### src/rtl/uart_tx_arbiter_if.sv
// Requester-side and uart_tx-side signals of the shared UART TX arbiter.
// The slave modport is the arbiter's view; master is the requesters/serializer view.
interface uart_tx_arbiter_if #(
  parameter int N_REQ = 3
);
  logic [N_REQ-1:0]   req_valid;
  logic [8*N_REQ-1:0] req_data;
  logic [N_REQ-1:0]   req_last;
  logic [N_REQ-1:0]   req_ready;
  logic               tx_start;
  logic [7:0]         tx_data;
  logic               tx_busy;
  logic [N_REQ-1:0]   grant;
  logic               locked;
  logic               timeout_err;

  modport master (
    output req_valid, req_data, req_last, tx_busy,
    input  req_ready, tx_start, tx_data, grant, locked, timeout_err
  );

  modport slave (
    input  req_valid, req_data, req_last, tx_busy,
    output req_ready, tx_start, tx_data, grant, locked, timeout_err
  );
endinterface

### src/rtl/uart_tx_arbiter.sv
// Round-robin arbiter with per-packet locking in front of a single uart_tx.
// Sequences tx_start/tx_busy and pulses timeout_err if busy never rises.
module uart_tx_arbiter #(
  parameter int N_REQ        = 3,
  parameter int BUSY_TIMEOUT = 16
) (
  input  logic             clk,
  input  logic             rst,
  uart_tx_arbiter_if.slave bus
);
  localparam int IDX_W = $clog2(N_REQ);
  localparam int CNT_W = $clog2(BUSY_TIMEOUT);
  localparam logic [CNT_W-1:0] CNT_LAST = CNT_W'(BUSY_TIMEOUT - 1);

  typedef enum logic [1:0] {
    IDLE      = 2'd0,
    LAUNCH    = 2'd1,
    WAIT_BUSY = 2'd2,
    WAIT_DONE = 2'd3
  } state_t;

  state_t           state_r;
  state_t           state_s;
  logic [IDX_W-1:0] rr_ptr_r;
  logic [IDX_W-1:0] owner_r;
  logic [IDX_W-1:0] win_idx_s;
  logic [CNT_W-1:0] cnt_r;
  logic [N_REQ-1:0] grant_r;
  logic [N_REQ-1:0] cand_s;
  logic [N_REQ-1:0] ready_s;
  logic [7:0]       tx_data_r;
  logic [7:0]       win_data_s;
  logic             locked_r;
  logic             last_r;
  logic             tx_start_r;
  logic             timeout_err_r;
  logic             win_found_s;
  logic             win_last_s;
  logic             accept_s;
  logic             release_s;
  logic             timeout_s;
  logic             cnt_clr_s;
  logic             cnt_inc_s;

  function automatic logic [IDX_W-1:0] wrap_idx(input logic [IDX_W-1:0] base, input int offs);
    int sum;
    sum = int'(base) + offs;
    if (sum >= N_REQ) begin
      sum = sum - N_REQ;
    end else begin
      sum = sum;
    end
    return IDX_W'(sum);
  endfunction

  // Eligible requesters and the first of them scanning from rr_ptr
  always_comb begin
    cand_s      = '0;
    win_found_s = 1'b0;
    win_idx_s   = '0;
    if (locked_r) begin
      cand_s[owner_r] = bus.req_valid[owner_r];
    end else begin
      cand_s = bus.req_valid;
    end
    for (int k = 0; k < N_REQ; k++) begin
      if (!win_found_s && cand_s[wrap_idx(rr_ptr_r, k)]) begin
        win_found_s = 1'b1;
        win_idx_s   = wrap_idx(rr_ptr_r, k);
      end else begin
        win_found_s = win_found_s;
      end
    end
  end

  // Winner's byte and last flag, plus the combinational ready handshake
  always_comb begin
    win_data_s = 8'h00;
    win_last_s = 1'b0;
    ready_s    = '0;
    for (int i = 0; i < N_REQ; i++) begin
      if (win_idx_s == IDX_W'(i)) begin
        win_data_s = bus.req_data[8*i +: 8];
        win_last_s = bus.req_last[i];
      end else begin
        win_data_s = win_data_s;
      end
    end
    // A busy serializer in IDLE means a foreign user or a frame not yet visible
    accept_s = (state_r == IDLE) && !rst && !bus.tx_busy && win_found_s;
    if (accept_s) begin
      ready_s[win_idx_s] = 1'b1;
    end else begin
      ready_s = '0;
    end
  end

  // Next-state logic and datapath control strobes
  always_comb begin
    state_s   = state_r;
    release_s = 1'b0;
    timeout_s = 1'b0;
    cnt_clr_s = 1'b0;
    cnt_inc_s = 1'b0;
    case (state_r)
      IDLE: begin
        if (accept_s) begin
          state_s = LAUNCH;
        end else begin
          state_s = IDLE;
        end
      end
      LAUNCH: begin
        state_s   = WAIT_BUSY;
        cnt_clr_s = 1'b1;
      end
      WAIT_BUSY: begin
        if (bus.tx_busy) begin
          state_s = WAIT_DONE;
        end else if (cnt_r == CNT_LAST) begin
          state_s   = IDLE;
          timeout_s = 1'b1;
          release_s = 1'b1;
        end else begin
          cnt_inc_s = 1'b1;
        end
      end
      WAIT_DONE: begin
        if (bus.tx_busy) begin
          state_s = WAIT_DONE;
        end else begin
          state_s   = IDLE;
          release_s = last_r;
        end
      end
      default: begin
        state_s = IDLE;
      end
    endcase
  end

  // FSM state register
  always_ff @(posedge clk) begin
    if (rst) begin
      state_r <= IDLE;
    end else begin
      state_r <= state_s;
    end
  end

  // Ownership, round-robin pointer, captured byte and registered outputs
  always_ff @(posedge clk) begin
    if (rst) begin
      rr_ptr_r      <= '0;
      owner_r       <= '0;
      grant_r       <= '0;
      locked_r      <= 1'b0;
      last_r        <= 1'b0;
      tx_data_r     <= 8'h00;
      tx_start_r    <= 1'b0;
      timeout_err_r <= 1'b0;
      cnt_r         <= '0;
    end else begin
      tx_start_r    <= accept_s;
      timeout_err_r <= timeout_s;
      if (accept_s) begin
        tx_data_r <= win_data_s;
        last_r    <= win_last_s;
        owner_r   <= win_idx_s;
        grant_r   <= ready_s;
        locked_r  <= !win_last_s;
      end else if (release_s) begin
        grant_r  <= '0;
        locked_r <= 1'b0;
        rr_ptr_r <= wrap_idx(owner_r, 1);
      end
      if (cnt_clr_s) begin
        cnt_r <= '0;
      end else if (cnt_inc_s) begin
        cnt_r <= cnt_r + CNT_W'(1);
      end
    end
  end

  assign bus.req_ready   = ready_s;
  assign bus.tx_start    = tx_start_r;
  assign bus.tx_data     = tx_data_r;
  assign bus.grant       = grant_r;
  assign bus.locked      = locked_r;
  assign bus.timeout_err = timeout_err_r;
endmodule

### src/flat_wrapper.sv
// flat-port wrapper written by rule: the top's interface ports become plain ports
module uart_tx_arbiter_flat 
#(
  parameter int N_REQ        = 3,
  parameter int BUSY_TIMEOUT = 16
)
  (clk, rst, bus_req_valid, bus_req_data, bus_req_last, bus_tx_busy, bus_req_ready, bus_tx_start, bus_tx_data, bus_grant, bus_locked, bus_timeout_err);
  uart_tx_arbiter_if #(.N_REQ(N_REQ)) bus_i ();
  input  logic clk;
  input  logic rst;
  input wire logic [$bits(bus_i.req_valid)-1:0] bus_req_valid;
  input wire logic [$bits(bus_i.req_data)-1:0] bus_req_data;
  input wire logic [$bits(bus_i.req_last)-1:0] bus_req_last;
  input wire logic [$bits(bus_i.tx_busy)-1:0] bus_tx_busy;
  output wire logic [$bits(bus_i.req_ready)-1:0] bus_req_ready;
  output wire logic [$bits(bus_i.tx_start)-1:0] bus_tx_start;
  output wire logic [$bits(bus_i.tx_data)-1:0] bus_tx_data;
  output wire logic [$bits(bus_i.grant)-1:0] bus_grant;
  output wire logic [$bits(bus_i.locked)-1:0] bus_locked;
  output wire logic [$bits(bus_i.timeout_err)-1:0] bus_timeout_err;
  assign bus_i.req_valid = bus_req_valid;
  assign bus_i.req_data = bus_req_data;
  assign bus_i.req_last = bus_req_last;
  assign bus_i.tx_busy = bus_tx_busy;
  assign bus_req_ready = bus_i.req_ready;
  assign bus_tx_start = bus_i.tx_start;
  assign bus_tx_data = bus_i.tx_data;
  assign bus_grant = bus_i.grant;
  assign bus_locked = bus_i.locked;
  assign bus_timeout_err = bus_i.timeout_err;
  uart_tx_arbiter #(.N_REQ(N_REQ), .BUSY_TIMEOUT(BUSY_TIMEOUT)) u_core (.clk(clk), .rst(rst), .bus(bus_i));
endmodule
### config.mk
export PLATFORM = sky130hd
export DESIGN_NAME = uart_tx_arbiter_flat
export DESIGN_NICKNAME = d
export VERILOG_FILES = /design/src/rtl/uart_tx_arbiter_if.sv /design/src/rtl/uart_tx_arbiter.sv /design/src/flat_wrapper.sv
export SDC_FILE = /design/constraint.sdc
export NUM_CORES = 1
export LEC_CHECK = 0
export ABC_AREA = 1
export BUFFER_PORTS_ARGS = -buffer_cell sky130_fd_sc_hd__buf_2
export CORE_MARGIN = 2
export CORE_UTILIZATION = 51
export CTS_CLUSTER_SIZE = 20
export DETAILED_ROUTE_END_ITERATION = 10
export PLACE_DENSITY_LB_ADDON = 0.08
export SLEW_MARGIN = 20
export SYNTH_ARGS = -nofsm -noshare
export SYNTH_HDL_FRONTEND = slang
export SYNTH_SLANG_ARGS = --single-unit
### constraint.sdc
create_clock -name clk -period 2.1 [get_ports clk]
set_input_delay 0.315 -clock clk [delete_from_list [all_inputs] [get_ports clk]]
set_output_delay 0.315 -clock clk [all_outputs]
set_load 0.005 [all_outputs]
==> flow_metrics.py <==
metrics = {
    "clock_tree": {
        "cts.clk_slew.worst_paths_ns": 0.15,
        "clock-sinks": 25,
        "cts_buffers": 3,
        "cts_buffer_depth": 2,
        "cts_tree": "yes",
        "cts_hold_buf": 0,
        "htreeDepth": 1,
        "clock_latency_ns": 0.33,
        "cts_root_buffer": "clkbuf_4",
    },
    "timing": {
        "finClkSkew_ns": 0.01513,
        "finalSetupTns_ns": -0.8281,
        "setup_violations": 3,
        "rsz0062_at_grt": "true",
        "fin_crit_ns": 2.397,
        "setup_ws_ns": -0.2966,
        "drv_slew": 0,
        "maxSlewHeadroom_pct": 68.14,
        "hold_violations": 0,
        "fin_crit_sh_pct": 114.1,
        "fmax_mhz": 417.3,
        "max_slew.worst_pin.slew_ns": 0.4736,
    },
    "synthesis": {
        "synth_fp_nets": 265,
        "ys_warn_count": 0,
        "synth_most_common_cell": "nand2_1",
        "netlist_top_cells_count": "nand2_1 (67), inv_1 (26), dfxtp_1 (25), nand3_1 (23), a21oi_1 (12)",
        "synth_area_per_cell_sq_um": 7.228,
        "synth_area_leader_cell": "dfxtp_1",
        "synth_edf_count": 0,
        "synth_area_leaders": "dfxtp_1 (31%), nand2_1 (16%), nand3_1 (7.1%)",
        "syn-cell-area_sq_um": 1619,
        "yosys_most_used_dff": "dfxtp_1",
        "synthCells": 224,
        "synth_seq_area_share_pct": 30.91,
        "synth_top_area_share_pct": 30.91,
        "ys_async_sr_fraction_pct": 0,
        "yosysUniqueCellTypes": 31,
        "synth_seq_cells": 25,
    },
    "global_routing": {
        "grt_pass1_vias": 1355,
        "grt_max_degree": 16,
        "antenna_found_initial": 0,
        "grt_pass1_wl_microns": 5685,
        "grt_usage_pct": 20.63,
        "grt_overflow": 0,
    },
    "placement": {
        "finalWeightedCongestion": 0.7889,
        "pre_cts_slack_ns": -0.008336,
        "dpl-instance-area_sq_um": 1912,
        "port_buffers": 49,
        "dp_hpwl_microns": 2644,
    },
    "floorplanning": {
        "initial_utilization_pct": 53.47,
        "die_h_microns": 60.35,
        "core_sq_um": 3028,
        "top_level_ports": 50,
        "rows": 20,
        "die_width_microns": 60.35,
        "dieArea_sq_um": 3642,
    },
    "final_layout": {
        "layout-drive-gt1-share_pct": 44.06,
        "nNetsFinal": 328,
        "fin_area_sq_um": 2151,
        "area_delta_synth_final_pct": 32.84,
        "antenna-diode-count": 0,
    },
    "power": {
        "p_leak_nw": 1.146,
        "netSwitchingPower_mw": 0.3578,
        "p_per_area_nw_per_um2": 501.2,
        "comb_power_share_pct": 30.2,
        "peakVddDrop_v": 0.0003680,
        "power.internal_mw": 0.7201,
        "swShare_pct": 33.19,
        "pwr-share-clk_pct": 20.7,
        "power_frac_seq_pct": 49.1,
    },
    "flow_run": {
        "max_cap_violations": 0,
    },
    "route": {
        "vias": 1616,
        "ant_nets": 0,
        "drt_wl_total_microns": 3934,
        "dr.max_layer_used": "met4",
        "drt_iter0_drc": 100,
        "wl_met2_microns": 2026,
        "drc": 0,
        "vias_per_cell": 4.897,
        "wl_per_cell_microns": 11.92,
        "met3WireLength_microns": 127,
        "first_pass_iters": 4,
        "drt-met1-wl_microns": 1718,
    },
    "outcome": {
        "violations": "setup timing",
        "outcome": "finished with violations",
    },
    "setup_path": {
        "cp.arrival_ns": 2.08,
        "crit_path_end_kind": "output port",
        "critical_path_required_ns": 1.78,
        "regToRegSetupSlack_ns": 0.05,
        "cp_max_fo": 5,
        "crit_path_start_kind": "flop",
        "crit_type": "flop to output port",
    },
    "hold_path": {
        "min-delay-path-class": "input port to flop",
    },
}
## final cells by class
cell class	count	area [sq um]
inverters	28	117.6
flip-flops and latches	25	509.2
repair buffers	64	365.4
multi-input cells	165	1074
clock buffers	3	22.52
well taps	44	55.05
clock inverters	1	7.507
fillers	267	877.1
## cells by family (layout without fill, tap and decap cells)
logic type / after synthesis / count (layout) / share of synthesized area [%]
compound gates: 20 / 20 / 6.956
flops: 25 / 25 / 30.91
simple gates: 137 / 137 / 45.44
buf+inv: 34 / 96 / 10.51
fa+ha+maj: 8 / 8 / 6.183
## flip-flops by register name, summed over array words and instances, names as in the netlist
signal,count
u_core.cnt_r,4
u_core.bus.tx_data,8
u_core.bus.tx_start,1
u_core.rr_ptr_r,2
u_core.state_r,2
u_core.last_r,1
u_core.bus.locked,1
u_core.bus.grant,3
u_core.owner_r,2
u_core.bus.timeout_err,1
## worst max-delay path, stage by stage, from the launching register on
cell and delay (ns):
dfxtp_4 0.40, nor2_1 0.16, nand2_2 0.12, nand4_2 0.12
nand2_2 0.10, nand2_4 0.09, nand3_4 0.08, nor2_4 0.17
nand3_2 0.12, nand2_4 0.12, nor2_4 0.04, nand2_2 0.08
inv_2 0.03, buf_2 0.11
## timing repair
item	4_1_cts	5_1_grt
gates resized for setup	15	26
setup endpoints to repair	5	11
setup buffers	6	2
pin swaps	14	11
## per-layer routing
layer | vias to the layer above | GRT usage, %
met1 | 730 | 26.85
met3 | 6 | 1.919
met2 | 35 | 35.56
met5 | - | 0
li1 | 845 | -
met4 | 0 | 7.619
## through the flow
step	cells	total power [mW]	hold WS, ns	utilization [%]
2_1_floorplan	224	0.7330	0.4214	-
3_3_place_gp	318	0.8241	0.4393	63.14
3_5_place_dp	318	0.8247	0.4417	63.14
4_1_cts	328	1.058	0.2368	67.11
5_1_grt	330	1.150	0.2400	71.03
6_report	330	1.078	0.2558	71.03
## cell usage in the layout (no fill, tap or decap), types with 4 or more instances in the layout
cell     Yosys  routed
inv_2        1       4
dfxtp_1     25      22
nand2_2     11      13
nor2_1      10       8
buf_4        2      13
o21ai_0      4       4
nand3_2      5       5
nand2_1     67      60
nand3_1     23      22
a21oi_1     12      11
ha_4         0       4
inv_1       26      21
nand2_4      5      10
buf_2        0      49
## power by group through the flow
| stage | clock, mW | combinational, mW | sequential (mW) |
|---|---|---|---|
| global placement | 0 | 0.286 | 0.538 |
| finish | 0.224 | 0.325 | 0.529 |
| floorplan | 0 | 0.194 | 0.539 |
| global route | 0.257 | 0.360 | 0.533 |
| detailed placement | 0 | 0.287 | 0.538 |
| CTS | 0.231 | 0.301 | 0.527 |
## final timing paths
check,from,endpoint,depth (start not counted)
min reg2reg,u_core.cnt_r[3],u_core.cnt_r[3],1
max,u_core.owner_r[1],bus_req_ready[0],13
min,rst,u_core.bus.grant[2],2
max reg2reg,u_core.owner_r[1],u_core.bus.locked,15
Note: power is estimated with default switching activity, not from simulation.
